## config.mk

```make
export PLATFORM = sky130hd
export DESIGN_NAME = instr_fetch
export DESIGN_NICKNAME = d
export VERILOG_FILES = /design/src/rtl/fetch_pkg.sv /design/src/rtl/instr_fetch_pc_next.sv /design/src/rtl/instr_fetch.sv
export SDC_FILE = /design/constraint.sdc
export NUM_CORES = 1
export LEC_CHECK = 0
export ABC_CLOCK_PERIOD_IN_PS = 8300
export BUFFER_PORTS_ARGS = -buffer_cell sky130_fd_sc_hd__buf_2
export CORE_MARGIN = 2
export CORE_UTILIZATION = 50
export CTS_CLUSTER_DIAMETER = 50
export DETAILED_ROUTE_END_ITERATION = 10
export PLACE_DENSITY = 0.9
export SETUP_SLACK_MARGIN = 0.2
export SYNTH_ARGS = -nofsm -noshare
export SYNTH_HDL_FRONTEND = slang
export SYNTH_SLANG_ARGS = --single-unit
```

## constraint.sdc

```tcl
create_clock -name clk -period 8.3 [get_ports clk]
set_input_delay 1.66 -clock clk [delete_from_list [all_inputs] [get_ports clk]]
set_output_delay 1.66 -clock clk [all_outputs]
set_load 0.02 [all_outputs]
```

## src/rtl/fetch_pkg.sv

```systemverilog
// Shared types and constants for the WISC instruction fetch unit.
package fetch_pkg;

    localparam int          INSTR_W  = 16;
    localparam logic [15:0] PC_STEP  = 16'd2;

    // Decoder-facing field positions inside the instruction word
    localparam int OPC_HI   = 15;
    localparam int OPC_LO   = 11;
    localparam int FUNCT_HI = 1;
    localparam int FUNCT_LO = 0;

    typedef enum logic [1:0] {
        S_FETCH = 2'd0,
        S_ISSUE = 2'd1,
        S_HALT  = 2'd2
    } fetch_state_t;

    function automatic logic [INSTR_W-1:0] sext8(input logic [7:0] v);
        return {{8{v[7]}}, v};
    endfunction

    function automatic logic [INSTR_W-1:0] sext11(input logic [10:0] v);
        return {{5{v[10]}}, v};
    endfunction

endpackage

```

## src/rtl/instr_fetch_pc_next.sv

```systemverilog
// Next-PC selection: jump-displacement, register jump, taken branch or fall-through.
// Target has bit0 cleared; the raw bit0 is reported as the misalignment flag.
module pc_next
    import fetch_pkg::*;
(
    input  logic [INSTR_W-1:0] i_pc_plus2,
    input  logic [INSTR_W-1:0] i_instr,
    input  logic [INSTR_W-1:0] i_rs_val,
    input  logic               i_jump,
    input  logic               i_branch,
    input  logic               i_disp,
    input  logic               i_br_taken,
    output logic [INSTR_W-1:0] o_target,
    output logic               o_misalign
);

    logic [INSTR_W-1:0] w_raw;
    logic               w_unused_opc;

    assign w_unused_opc = ^i_instr[15:11];

    always_comb begin
        w_raw = i_pc_plus2;
        if (i_jump && i_disp)
            w_raw = i_pc_plus2 + sext11(i_instr[10:0]);
        else if (i_jump)
            w_raw = i_rs_val + sext8(i_instr[7:0]);
        else if (i_branch && i_br_taken)
            w_raw = i_pc_plus2 + sext8(i_instr[7:0]);
    end

    assign o_target   = {w_raw[INSTR_W-1:1], 1'b0};
    assign o_misalign = w_raw[0];

endmodule

```

## src/rtl/instr_fetch.sv

```systemverilog
// Sequential fetch/issue unit: owns the PC, fetches one word, holds it until acked.
// Optional INSTR_FETCH_ALIGN_CHECK_EN turns an odd next-PC into a sticky err + HALT.
module instr_fetch
    import fetch_pkg::*;
#(
    parameter logic [15:0] PC_RESET = 16'h0000
)(
    input  logic               clk,
    input  logic               rst,
    output logic               imem_req,
    output logic [INSTR_W-1:0] imem_addr,
    input  logic               imem_rdy,
    input  logic [INSTR_W-1:0] imem_data,
    output logic               issue_valid,
    input  logic               issue_ack,
    output logic [INSTR_W-1:0] instr,
    output logic [4:0]         OpCode,
    output logic [1:0]         Funct,
    output logic [INSTR_W-1:0] pc,
    output logic [INSTR_W-1:0] pc_plus2,
    input  logic               Jump,
    input  logic               Branch,
    input  logic               disp,
    input  logic               HaltPC,
    input  logic               br_taken,
    input  logic [INSTR_W-1:0] rs_val,
    output logic               halted,
    output logic               err
);

    fetch_state_t       r_state, w_state_nxt;
    logic [INSTR_W-1:0] r_pc, r_instr;
    logic [INSTR_W-1:0] w_target;
    logic               w_misalign;
    logic               w_bad_pc;
    logic               w_accept, w_retire;

    pc_next u_pc_next (
        .i_pc_plus2 (pc_plus2),
        .i_instr    (r_instr),
        .i_rs_val   (rs_val),
        .i_jump     (Jump),
        .i_branch   (Branch),
        .i_disp     (disp),
        .i_br_taken (br_taken),
        .o_target   (w_target),
        .o_misalign (w_misalign)
    );

`ifdef INSTR_FETCH_ALIGN_CHECK_EN
    logic r_err;
    assign w_bad_pc = w_misalign;
    assign err      = r_err;

    always_ff @(posedge clk) begin
        if (rst)
            r_err <= 1'b0;
        else if (w_retire && w_bad_pc)
            r_err <= 1'b1;
    end
`else
    logic w_unused_misalign;
    assign w_unused_misalign = w_misalign;
    assign w_bad_pc          = 1'b0;
    assign err               = 1'b0;
`endif

    assign w_accept = (r_state == S_FETCH) && imem_rdy;
    // A halting instruction never updates the PC, so it is not a retire.
    assign w_retire = (r_state == S_ISSUE) && issue_ack && !HaltPC;

    always_ff @(posedge clk) begin
        if (rst)
            r_state <= S_FETCH;
        else
            r_state <= w_state_nxt;
    end

    always_comb begin
        w_state_nxt = r_state;
        case (r_state)
            S_FETCH: if (imem_rdy) w_state_nxt = S_ISSUE;
            S_ISSUE: begin
                if (issue_ack) begin
                    if (HaltPC || w_bad_pc) w_state_nxt = S_HALT;
                    else                    w_state_nxt = S_FETCH;
                end
            end
            S_HALT:  w_state_nxt = S_HALT;
            default: w_state_nxt = S_FETCH;
        endcase
    end

    always_comb begin
        imem_req    = 1'b0;
        issue_valid = 1'b0;
        halted      = 1'b0;
        case (r_state)
            S_FETCH: imem_req    = 1'b1;
            S_ISSUE: issue_valid = 1'b1;
            S_HALT:  halted      = 1'b1;
            default: ;
        endcase
    end

    always_ff @(posedge clk) begin
        if (rst) begin
            r_pc    <= PC_RESET;
            r_instr <= '0;
        end else begin
            if (w_accept)
                r_instr <= imem_data;
            if (w_retire && !w_bad_pc)
                r_pc <= w_target;
        end
    end

    assign pc        = r_pc;
    assign pc_plus2  = r_pc + PC_STEP;
    assign imem_addr = r_pc;
    assign instr     = r_instr;
    assign OpCode    = r_instr[OPC_HI:OPC_LO];
    assign Funct     = r_instr[FUNCT_HI:FUNCT_LO];

endmodule

```

Yosys cells after proc, flatten, opt, wreduce, memory -nomap -nowiden
Index checks and enable logic that the tools add are counted.
Widths: inputs -> output; s select.
- eq/ne operators: 4
- reduce and logical (&&, ||, !) cells: 8
- add/subtract/negate cells: 4
- muxes and demuxes: 10
- operator list (operator ; count):
    $add 16x16->16 ; 3
    $mux 16 ; 3
    $add 16x2->16 const B ; 1
    $mux 2 ; 3
    $pmux 2 s3 ; 1
    $logic_and 1x1->1 ; 5
    $ne 2x2->1 const B ; 2
    $mux 1 ; 3
    $eq 2x1->1 const B ; 1
    $eq 2x2->1 const B ; 1
    $logic_not 2->1 ; 1
    $reduce_and 2->1 ; 1
    $logic_not 1->1 ; 1
- register bits after elaboration: 33

Logic depth before layout (Yosys ltp)
Gate-level depths: netlist of the first run.
- word-level depth: 5
- gate-level depth with buffers: 15
- gate-level depth less buffers: 15

Modules after synthesis
Synthesis of the first run repeated with hierarchy kept, for this count alone.
- cells, all modules: 503
- area total of the unflattened synthesis: 3863.7 sq um
- by module, submodules not included (module ; area an instance (sq um) ; sequential area each (sq um) ; cells an instance ; times used):
    pc_next ; 2169.6 ; 0.0 ; 303 ; 1
    instr_fetch ; 1694.1 ; 680.7 ; 200 ; 1

Least setup slack after synthesis of the first run
No wires, ideal clock.
- path type: input port to flip-flop
- start: input rs_val[6]
- end: register r_pc[15] (netlist: imem_addr[15])
- arrival time: 3606 ps
- path buffers: 0
- library setup time: 127 ps
- slack: 4568 ps
- cell stages on the path: 10
- path through: ha_1 -> a21o_1 -> nor3_1 -> a211oi_1 -> a211oi_1 -> o41ai_1 -> xnor2_1 -> nor2_1 -> a2111oi_1 -> nor2_1
- longest elaborated chain between the ends: 3
- ends and longest elaborated chain (item ; line ; RTL):
    from (decl) ; instr_fetch.sv:26 ; input logic [INSTR_W-1:0] rs_val,
    $add 16x16->16 ; instr_fetch_pc_next.sv:27 ; w_raw = i_rs_val + sext8(i_instr[7:0]);
    $mux 16 ; instr_fetch_pc_next.sv:26 ; else if (i_jump)
    $mux 16 ; instr_fetch_pc_next.sv:24 ; if (i_jump && i_disp)
    to (signal assigned) ; instr_fetch.sv:114 ; r_pc <= w_target;
    to (decl) ; instr_fetch.sv:32 ; logic [INSTR_W-1:0] r_pc, r_instr;
Every way passes these cells.
A chain may end at the register's enable or synchronous reset.

Final worst setup path of the first run
- start: register r_pc[6] (netlist: imem_addr[6])
- end: output pc_plus2[12]
- longest elaborated chain between the ends: 1
- ends and longest elaborated chain (item ; line ; RTL):
    $add 16x2->16 ; instr_fetch.sv:119 ; assign pc_plus2 = r_pc + PC_STEP;
    to (decl) ; instr_fetch.sv:20 ; output logic [INSTR_W-1:0] pc_plus2,
Every way passes these cells.

==> results of run 1 <==
-- cell usage after synthesis, types with 2 or more instances --
cell type   n  area (um2)
or3_1       3        18.8
a21oi_1    59         295
a31o_2      2        17.5
nor4_1      3        18.8
nand2_1    65         244
buf_4      26         195
o21ai_1     3        15.0
nor3_1     11        55.1
xor2_1     17         149
a21o_1      4        30.0
a211oi_1    8        60.1
nand2b_1    3        18.8
nand4b_1    2        17.5
nand4_1     7        43.8
o21a_1      3        22.5
ha_1       38         475
nor2_1     31         116
inv_1      18        67.6
fa_1        2        40.0
o21bai_1    5        37.5
dfxtp_1    33         661
clkbuf_1   15        56.3
a22oi_1     2        15.0
or2_2       3        18.8
a221oi_1    4        35.0
a31oi_1     4        25.0
and3_1      3        18.8
nand3_1    11        55.1
mux2i_1     3        30.0
o21ai_0    16        80.1
o211ai_1   11        82.6
and2_1      3        18.8
mux2_2      2        22.5
o31ai_1     3        22.5
xnor2_1    27         236
nor2b_1     8        50.1
-- cells by family after synthesis --
logic type	count (synthesis)
xor gates and xnor gates	45
DFF	33
other	1
muxes	5
AOI/OAI and AO/OA	141
adders and majority gates	40
and+or+nand+nor	163
buffers and inverters	60
-- cells in the final DEF (no fill, tap or decap), drive strengths merged, types with 5 or more instances in the layout --
master	instances
xnor2	28
ha	38
xor2	17
inv	18
nand2	66
dfxtp	33
buf	112
nor2	32
nand4	8
nor3	11
o21ai	20
a21oi	59
clkbuf	6
o211ai	11
o21bai	5
nand3	11
a211oi	8
nor2b	8
-- cell type report --
| class | count | area, um2 |
|---|---|---|
| sequential | 33 | 661 |
| inverter | 19 | 71.3 |
| multi-input combinational | 398 | 2700 |
| clock buffer | 6 | 72.6 |
| clock inverter | 2 | 10.0 |
| tap | 99 | 124 |
| timing repair buffer | 112 | 563 |
| fill | 638 | 2970 |
-- sequential cells by signal (all words and copies together) (netlist names) --
register,flops
imem_addr,15
r_state,2
instr,16
-- worst max-delay path by stage --
stage | from | slack (ps) | cells past startpoint | endpoint
6_report | imem_addr[6] | 4280 | 6 | pc_plus2[12]
3_3_place_gp | rs_val[2] | 4210 | 11 | imem_addr[15]
3_5_place_dp | rs_val[2] | 4140 | 11 | imem_addr[15]
4_1_cts | imem_addr[1] | 4330 | 5 | pc_plus2[13]
5_1_grt | imem_addr[1] | 4180 | 5 | pc_plus2[13]
2_1_floorplan | rs_val[6] | 4570 | 10 | imem_addr[15]
-- metrics by stage --
stage	setup WS, ps	cell area, um2
floorplan	4570	3680
global placement	4210	4120
detailed placement	4140	4120
CTS	4330	4200
global route	4180	4200
finish	4280	4200
-- power by group through the flow --
stage	Combinational (mW)	Sequential [mW]	Clock, mW
final	0.175	0.177	0.125
after global routing	0.191	0.178	0.129
after CTS	0.173	0.176	0.122
after detailed placement	0.172	0.180	0
after global placement	0.167	0.180	0
after floorplan	0.119	0.187	0
-- worst register-to-register path: stages (launching register included) --
cell and delay, ps:
dfxtp_1 540, ha_1 350, xor2_1 320, ha_1 340, nor2b_1 170, o31a_1 300
o221a_1 290, o41ai_4 300, o21ai_2 150, a2111oi_2 370, a31oi_1 80, a2111oi_1 400
nor2_1 70
-- metal layers --
metal	up-vias	share of wire (%)	GRT usage, %
met5	-	0	0
met4	0	2.6	10.8
met3	31	7.3	5.20
met2	194	49	46.0
met1	1785	41	31.6
li1	1886	-	-
==> results.txt, run 1 <==
- Adding up every negative setup slack in the final design gives 0 ps.
- Switching Fraction: 39.1%
* Count of buffers inserted at the top-level ports: 111
* Worst Reg-to-Reg Cells: 12
- Dividing the final minimum period by the clock period gives 48.4%.
- In the routed design, unresolved DRC markers number 0.
- Summing the areas of all and, or, nand and nor instances in the mapped netlist gives 21.7% of the synthesized area.
* Clock Root Buffer: clkbuf_8
* Maxcap violations: 0
* Tot Pwr: 0.477 mW
- Once the floorplan was initialized, standard cells occupied 51.2% of the core.
- Hold Crit Start: instr[11]
* Core area: 0.00718 mm2
* Number of antenna cells inserted: 0
- Combinational logic is responsible for 36.8% of the overall power.
- Data on the critical path is required at its endpoint by 6640 ps.
- Maximum achievable frequency: 249 MHz
- In the final routed layout, each cell accounts on average for 16.3 um.
- Detail Placement HPWL: 8670 um
- The floorplan has 31 rows.
* Sequential cell area fraction in the yosys report: 18.0%
* Number of buffers added by the clock tree synthesis step: 5
- Number of buffers on the longest clock path: 2
- TritonCTS clock tree: yes
- Signed area change from the synthesized netlist to the final layout: 14.4%
* Net Switching: 0.186 mW
- Counting instances, the worst hold path has a depth of 2.
- The clock net in this run drives a total of 33 sinks.
- Fraction of registers with async set/reset: 0%
- Setup clock skew after layout: 6.96 ps
- Cell internal power dissipation: 0.291 mW
- The floorplan step defined a die boundary enclosing 0.00805 mm2.
* Startpoint-to-endpoint class of the critical path: reg -> out
- Cell leakage power: 2.01 nW
* Initial antenna violation count: 0
* Via count of the first global-routing pass: 3,681
* Global-route wire length before repair: 17,600 um
- Number of unique standard cell types used by synthesis: 66
* DIE HEIGHT: 89.7 um
* Maximum number of pins on one net before global-route repair: 34
- Summing the areas of all xor and xnor instances in the mapped netlist gives 10.9% of the synthesized area.
- After synthesis, the largest family of logic cells by area is compound AO/OA/AOI/OAI gates.
- The synthesized design contains 0 enable-type register cells.
- DR vias/cell: 5.82
- Grouping stages by cell kind, the critical path spends the most delay in simple AND/OR/NAND/NOR gates.
* Reg clk slew, reported paths: 80 ps
- Source-to-sink clock delay at the later pin of the worst-skew pair: 300 ps
- Min-Delay Path Class: reg -> reg
- For this run, the total global-route usage over all layers was measured as 26.3%.
* Share of post-route cells with drive strength above 1: 24.2%
- The startpoint identified for the worst register-to-register timing path is imem_addr[1].
- After technology mapping, the gate count stands at 488.
* Crit path arrival time: 2360 ps
* Crit path buffers/inverters: 1
- Final-layout worst hold slack: 467 ps
- Cells fill 58.6% of the core in the end.
* Placed insts: 661
- Among all stages on the critical path, the largest delay is contributed by dfxtp_1.
- The detailed router finished its first iteration with 290 violations.
* Peak VDD IR: 0.102 mV
* Worst setup EP type: output pin
- Average footprint of a synthesized cell: 7.53 um2
- Per report_power, the clock group accounts for 26.2% of the total.
- The number of setup buffers added after CTS is 0.
- The count of pins over their slew limit was 0.
- Kind of launch point of the worst setup path: register
* Routed via count: 3,896
- Along the worst path, the maximum fanout reaches 6.
* H-tree level count: 2
- Flip-flop cell with the highest count after synthesis: dfxtp_1
- Portion of netlist area occupied by mux cells: 1.43%
- After clock tree synthesis, the flow added hold-fix buffers numbering 0.
* Status: completed
* Reg2reg end: imem_addr[15]
- Flops & latches, synth: 33
- 116 I/O pins were placed.
* Grt total ovfl: 0
- Warnings from Yosys: 0
- Setup violators final: 0
* Pre-Repair DR Iteration Count: 5
* RSZ-0062 raised after global routing: no
- At the end of routability-driven placement, the weighted congestion stood at 0.996.
* Fin. Hold Viols: 0
- The finished layout holds 669 standard cells, fillers aside.
- Worst Hold Endpoint: instr[11]
- The worst pin sits at a relative slew slack of 44.9%.
* Width of the die: 89.7 um
- Number of instances resized during post-cts repair: 0
- Number of nets at the end of the flow: 650
- Netlist area before placement: 0.00367 mm2
- After Yosys synthesis, full adders, half adders and majority gates account for 14.0% of the synthesized area.
* R2R Setup Slk: 4500 ps
- The detail route stage leaves a number of antenna-violating nets equal to 0.
- Transition time at the pin with the least slew margin: 824 ps
- The synthesized netlist devotes 25.0% of its cell area to compound gates.
- Total routed wirelength: 10,900 um
* Final critical delay including setup and external delays: 4020 ps
* Relative contribution of sequential cells to total power: 37.1%
* Power per cell area: 114 mW/mm2
- Traced cell by cell, the critical path runs through and4_2, and3_1, nand4_1, nor2_1, xor2_1, buf_2.
* Critical path's largest stage delay: 500 ps
No activity file was read; power rests on OpenSTA's default activity.
==> run 2, diff against run 1 <==
--- a/config.mk
+++ b/config.mk
@@ -5,13 +5,14 @@
 export SDC_FILE = /design/constraint.sdc
 export NUM_CORES = 1
 export LEC_CHECK = 0
-export ABC_CLOCK_PERIOD_IN_PS = 8300
+export ABC_AREA = 1
+export ABC_CLOCK_PERIOD_IN_PS = 3950
 export BUFFER_PORTS_ARGS = -buffer_cell sky130_fd_sc_hd__buf_2
 export CORE_MARGIN = 2
 export CORE_UTILIZATION = 50
 export CTS_CLUSTER_DIAMETER = 50
 export DETAILED_ROUTE_END_ITERATION = 10
-export PLACE_DENSITY = 0.9
+export PLACE_DENSITY = 0.88
 export SETUP_SLACK_MARGIN = 0.2
 export SYNTH_ARGS = -nofsm -noshare
 export SYNTH_HDL_FRONTEND = slang
==> constraint.sdc (replaced) <==
create_clock -name clk -period 3.95 [get_ports clk]
set_input_delay 0.79 -clock clk [delete_from_list [all_inputs] [get_ports clk]]
set_output_delay 0.79 -clock clk [all_outputs]
set_load 0.02 [all_outputs]
==> results.txt, run 2 <==
- The first-pass GRT wire length is 21,300 um (+21%).
- The overall global routing resource usage was 30.1% (+3.8 points).
- The run finished with clean final reports.
- The net switching fraction of the power was 46.8% (+7.7 points).
- Number of top-level design ports: 116 (unchanged)
* Number of standard cells after synthesis: 677 (+39%)
- The smallest clock period supported by the final layout is computed as 3150 ps.
- DR vias/cell: 5.54 (-4.9%)
* Flip-flop cell with the highest count after synthesis: dfxtp_1
- Summed over all instances, the cell type with the most area after synthesis is dfxtp_1.
* Clock Sinks: 33 (unchanged)
* Via count of the first global-routing pass: 4,509 (+22%)
* Number of buffers on the longest clock path: 2 (unchanged)
* Maximum number of pins on one net before global-route repair: 29 (-15%)
- The register share of total power was 27.6% (-9.5 points).
- In the synthesized netlist, the cells that appear most often are 151 x nand2_1, 85 x inv_1, 79 x nor2_1.
* Number of filler instances in the final layout: 779 (+22%)
* Share of post-route cells with drive strength above 1: 18.2% (-6.0 points)
- The CTS buffer count is 5 (unchanged).
- Full die area: 0.00888 mm2 (+10%)
- Number of max-slew violations in the final report: 0 (unchanged)
- Worst setup EP type: register
- Sequential cell area fraction in the yosys report: 16.2% (-1.8 points)
- The final layout net count is 844 (+30%).
- Fin. Hold Viols: 0 (unchanged)
* Number of flip-flops in the largest register: 16 (unchanged)
* Most used cells in the layout excluding fill and tap cells: 151 x nand2_1, 111 x buf_2, 85 x inv_1
* Cell leakage power: 2.67 nW (+33%)
- The mapped cell area was 0.00407 mm2 (+11%).
* Top area cells in the synthesized netlist: dfxtp_1 16%, nand2_1 14%, ha_1 12%
- Crit path arrival time: 3350 ps (+990 ps)
- Count of buffers inserted at the top-level ports: 111 (unchanged)
- The detailed-routing iteration count for the pre-antenna-repair pass is 6 (+1).
- Signed area change from the synthesized netlist to the final layout: 14.2%
* Width of the die: 94.2 um (+5.0%)
- The power density over the cells came to 337 mW/mm2 (+200%).
- Setup clock skew after layout: 7.60 ps (+0.639 ps)
- Most common cell after layout, fill and taps aside: nand2_1
- Detail Placement HPWL: 10,100 um (+17%)
* Fraction of registers with async set/reset: 0% (unchanged)
- The largest fanout on the critical path came to 7 (+1).
* Cell internal power dissipation: 0.833 mW (+190%)
- The relative contribution of the clock network to total power is 21.8% (-4.4 points).
- # DRC: 0 (unchanged)
- Average footprint of a synthesized cell: 6.01 um2 (-20%)
- The violation count after the first detailed-routing iteration is 499 (+72%).
- Kind of launch point of the worst setup path: register
- The final weighted congestion in routability-driven placement was 1.06 (+6.2%).
- Fin crit share: 79.7%
* Antenna Violating Nets Remaining: 0 (unchanged)
* Logic gate share of total power: 50.6% (+14 points)
- Most common cell in the netlist: nand2_1
- Total number of placement rows: 32 (+3.2%)
- The relative slew slack came to 50.6% (+5.7 points).
- The clock-pin slew reported for the worst setup and hold paths after clock tree synthesis came to 80 ps (about the same).
- RSZ-0062 raised after global routing: no
* DIE HEIGHT: 94.2 um (+5.0%)
- Total routed wirelength: 12,700 um (+17%)
* Transition time at the pin with the least slew margin: 740 ps (-84.0 ps)
- Startpoint-to-endpoint class of the critical path: reg -> reg
* Initial antenna violation count: 0 (unchanged)
- Initial standard-cell utilization of the core: 52.1% (+0.94 points)
- Required time at the endpoint of the critical path: 4150 ps (-2490 ps)
- The placeable core region was 0.00781 mm2 (+8.8%).
- Number of instances resized during post-cts repair: 0 (unchanged)
* Peak VDD IR: 0.264 mV (+160%)
- Routed via count: 4,796 (+23%)
- Tot Pwr: 1.56 mW (+230%)
- The number of buffers inserted by post-CTS setup repair came to 0 (unchanged).
- Number of unique standard cell types used by synthesis: 45 (-32%)
- The sum of negative setup slack was 0 ps (unchanged).
- The clock insertion delay at the later pin of the skew report was 300 ps (about the same).
- Count of flip-flops with a built-in enable after synthesis: 0 (unchanged)
- The max-capacitance violation count came to 0 (unchanged).
- Clock Root Buffer: clkbuf_8
- Number of buffers inserted for hold repair after clock tree synthesis: 0 (unchanged)
* Flops & latches, synth: 33 (unchanged)
- Net Switching: 0.732 mW (+290%)
* Yosys top cell area share: 16.2% (-1.8 points)
- The total congestion overflow after global routing came to 0 (unchanged).
- The H-tree depth was 2 (unchanged).
- Setup violators final: 0 (unchanged)
* TritonCTS clock tree: yes
* Number of antenna cells inserted: 0 (unchanged)
- The tightest min-delay check is of the reg -> reg type.
* Maximum achievable frequency: 318 MHz
- Warnings from Yosys: 0 (unchanged)
- The final routed wire length divided by cell count was 14.7 um (-9.8%).
[run 2: cell types whose count changed after synthesis, moves of 8 or more]
cell,delta
inv_1,+67
o21ai_0,+41
xnor2_1,-19
nand3_1,+38
nor2_1,+48
o211ai_1,-10
nand2_1,+86
clkbuf_1,-9
nor2b_1,-8
[run 2: worst max-delay path, cell delays in order, from the launching register on]
cell and delay, ps:
dfxtp_1 400, inv_1 130, nor3_4 270, nand3_1 160, xnor2_1 350, ha_1 350, a21oi_1 340, nand3_1 340
nand2_1 160, nand2_1 80, inv_1 60, nand2_1 50, nand3_1 60, nand3_1 70, nand2_1 60, nand3_1 80
nand2_1 70, inv_1 40
[run 2: cell type report]
type | count | area, um2 | area share [%]
multi-input combinational | 523 | 2850 | 61.3
timing repair buffer | 113 | 571 | 12.3
sequential | 33 | 661 | 14.2
tap | 102 | 128 | 2.74
clock inverter | 3 | 46.3 | 0.996
clock buffer | 5 | 68.8 | 1.48
inverter | 87 | 327 | 7.02
[run 2: logic make-up after synthesis]
| group | Yosys count | synth area share (%) |
|---|---|---|
| other | 1 | 0.0921 |
| adder cells (fa/ha/maj) | 40 | 12.7 |
| AO/OA/AOI/OAI | 146 | 19.6 |
| flip-flops | 33 | 16.2 |
| buffers and inverters | 124 | 14.0 |
| XOR/XNOR | 18 | 3.87 |
| AND/OR/NAND/NOR | 315 | 33.5 |
[run 2: worst paths after layout]
kind,from,cells past startpoint,to,slack (ps)
hold / removal,instr[13],2,instr[13],540
setup reg to reg,imem_addr[1],17,imem_addr[15],800
setup / recovery,imem_addr[1],17,imem_addr[15],800
hold reg to reg,instr[13],2,instr[13],540
[run 2: stage by stage]
step	std cells	setup WS, ps	hold WS, ps	utilization, %	instance area (um2)
detailed placement	858	875	528	58.1	4530
CTS	866	860	546	59.6	4650
finish	866	803	545	59.6	4650
global placement	858	935	515	58.1	4530
floorplan	680	928	582	-	4080
global route	866	535	576	59.6	4650
[run 2: layer usage]
metal  wire length (um)  up-vias  share of wire (%)  track usage, %
li1                   -     2374                  -               -
met1               5300     2080                 42            39.7
met2               5630      280                 44            49.3
met3               1280       62                 10            4.49
met4                527        0                4.1            11.6
met5                  0        -                  0               0
[run 2: power by group through the flow]
stage | sequential [mW] | combinational (mW) | clock [mW]
3_3_place_gp | 0.437 | 0.769 | 0
2_1_floorplan | 0.470 | 0.548 | 0
5_1_grt | 0.439 | 0.883 | 0.354
6_report | 0.432 | 0.792 | 0.341
3_5_place_dp | 0.437 | 0.777 | 0
4_1_cts | 0.431 | 0.781 | 0.338
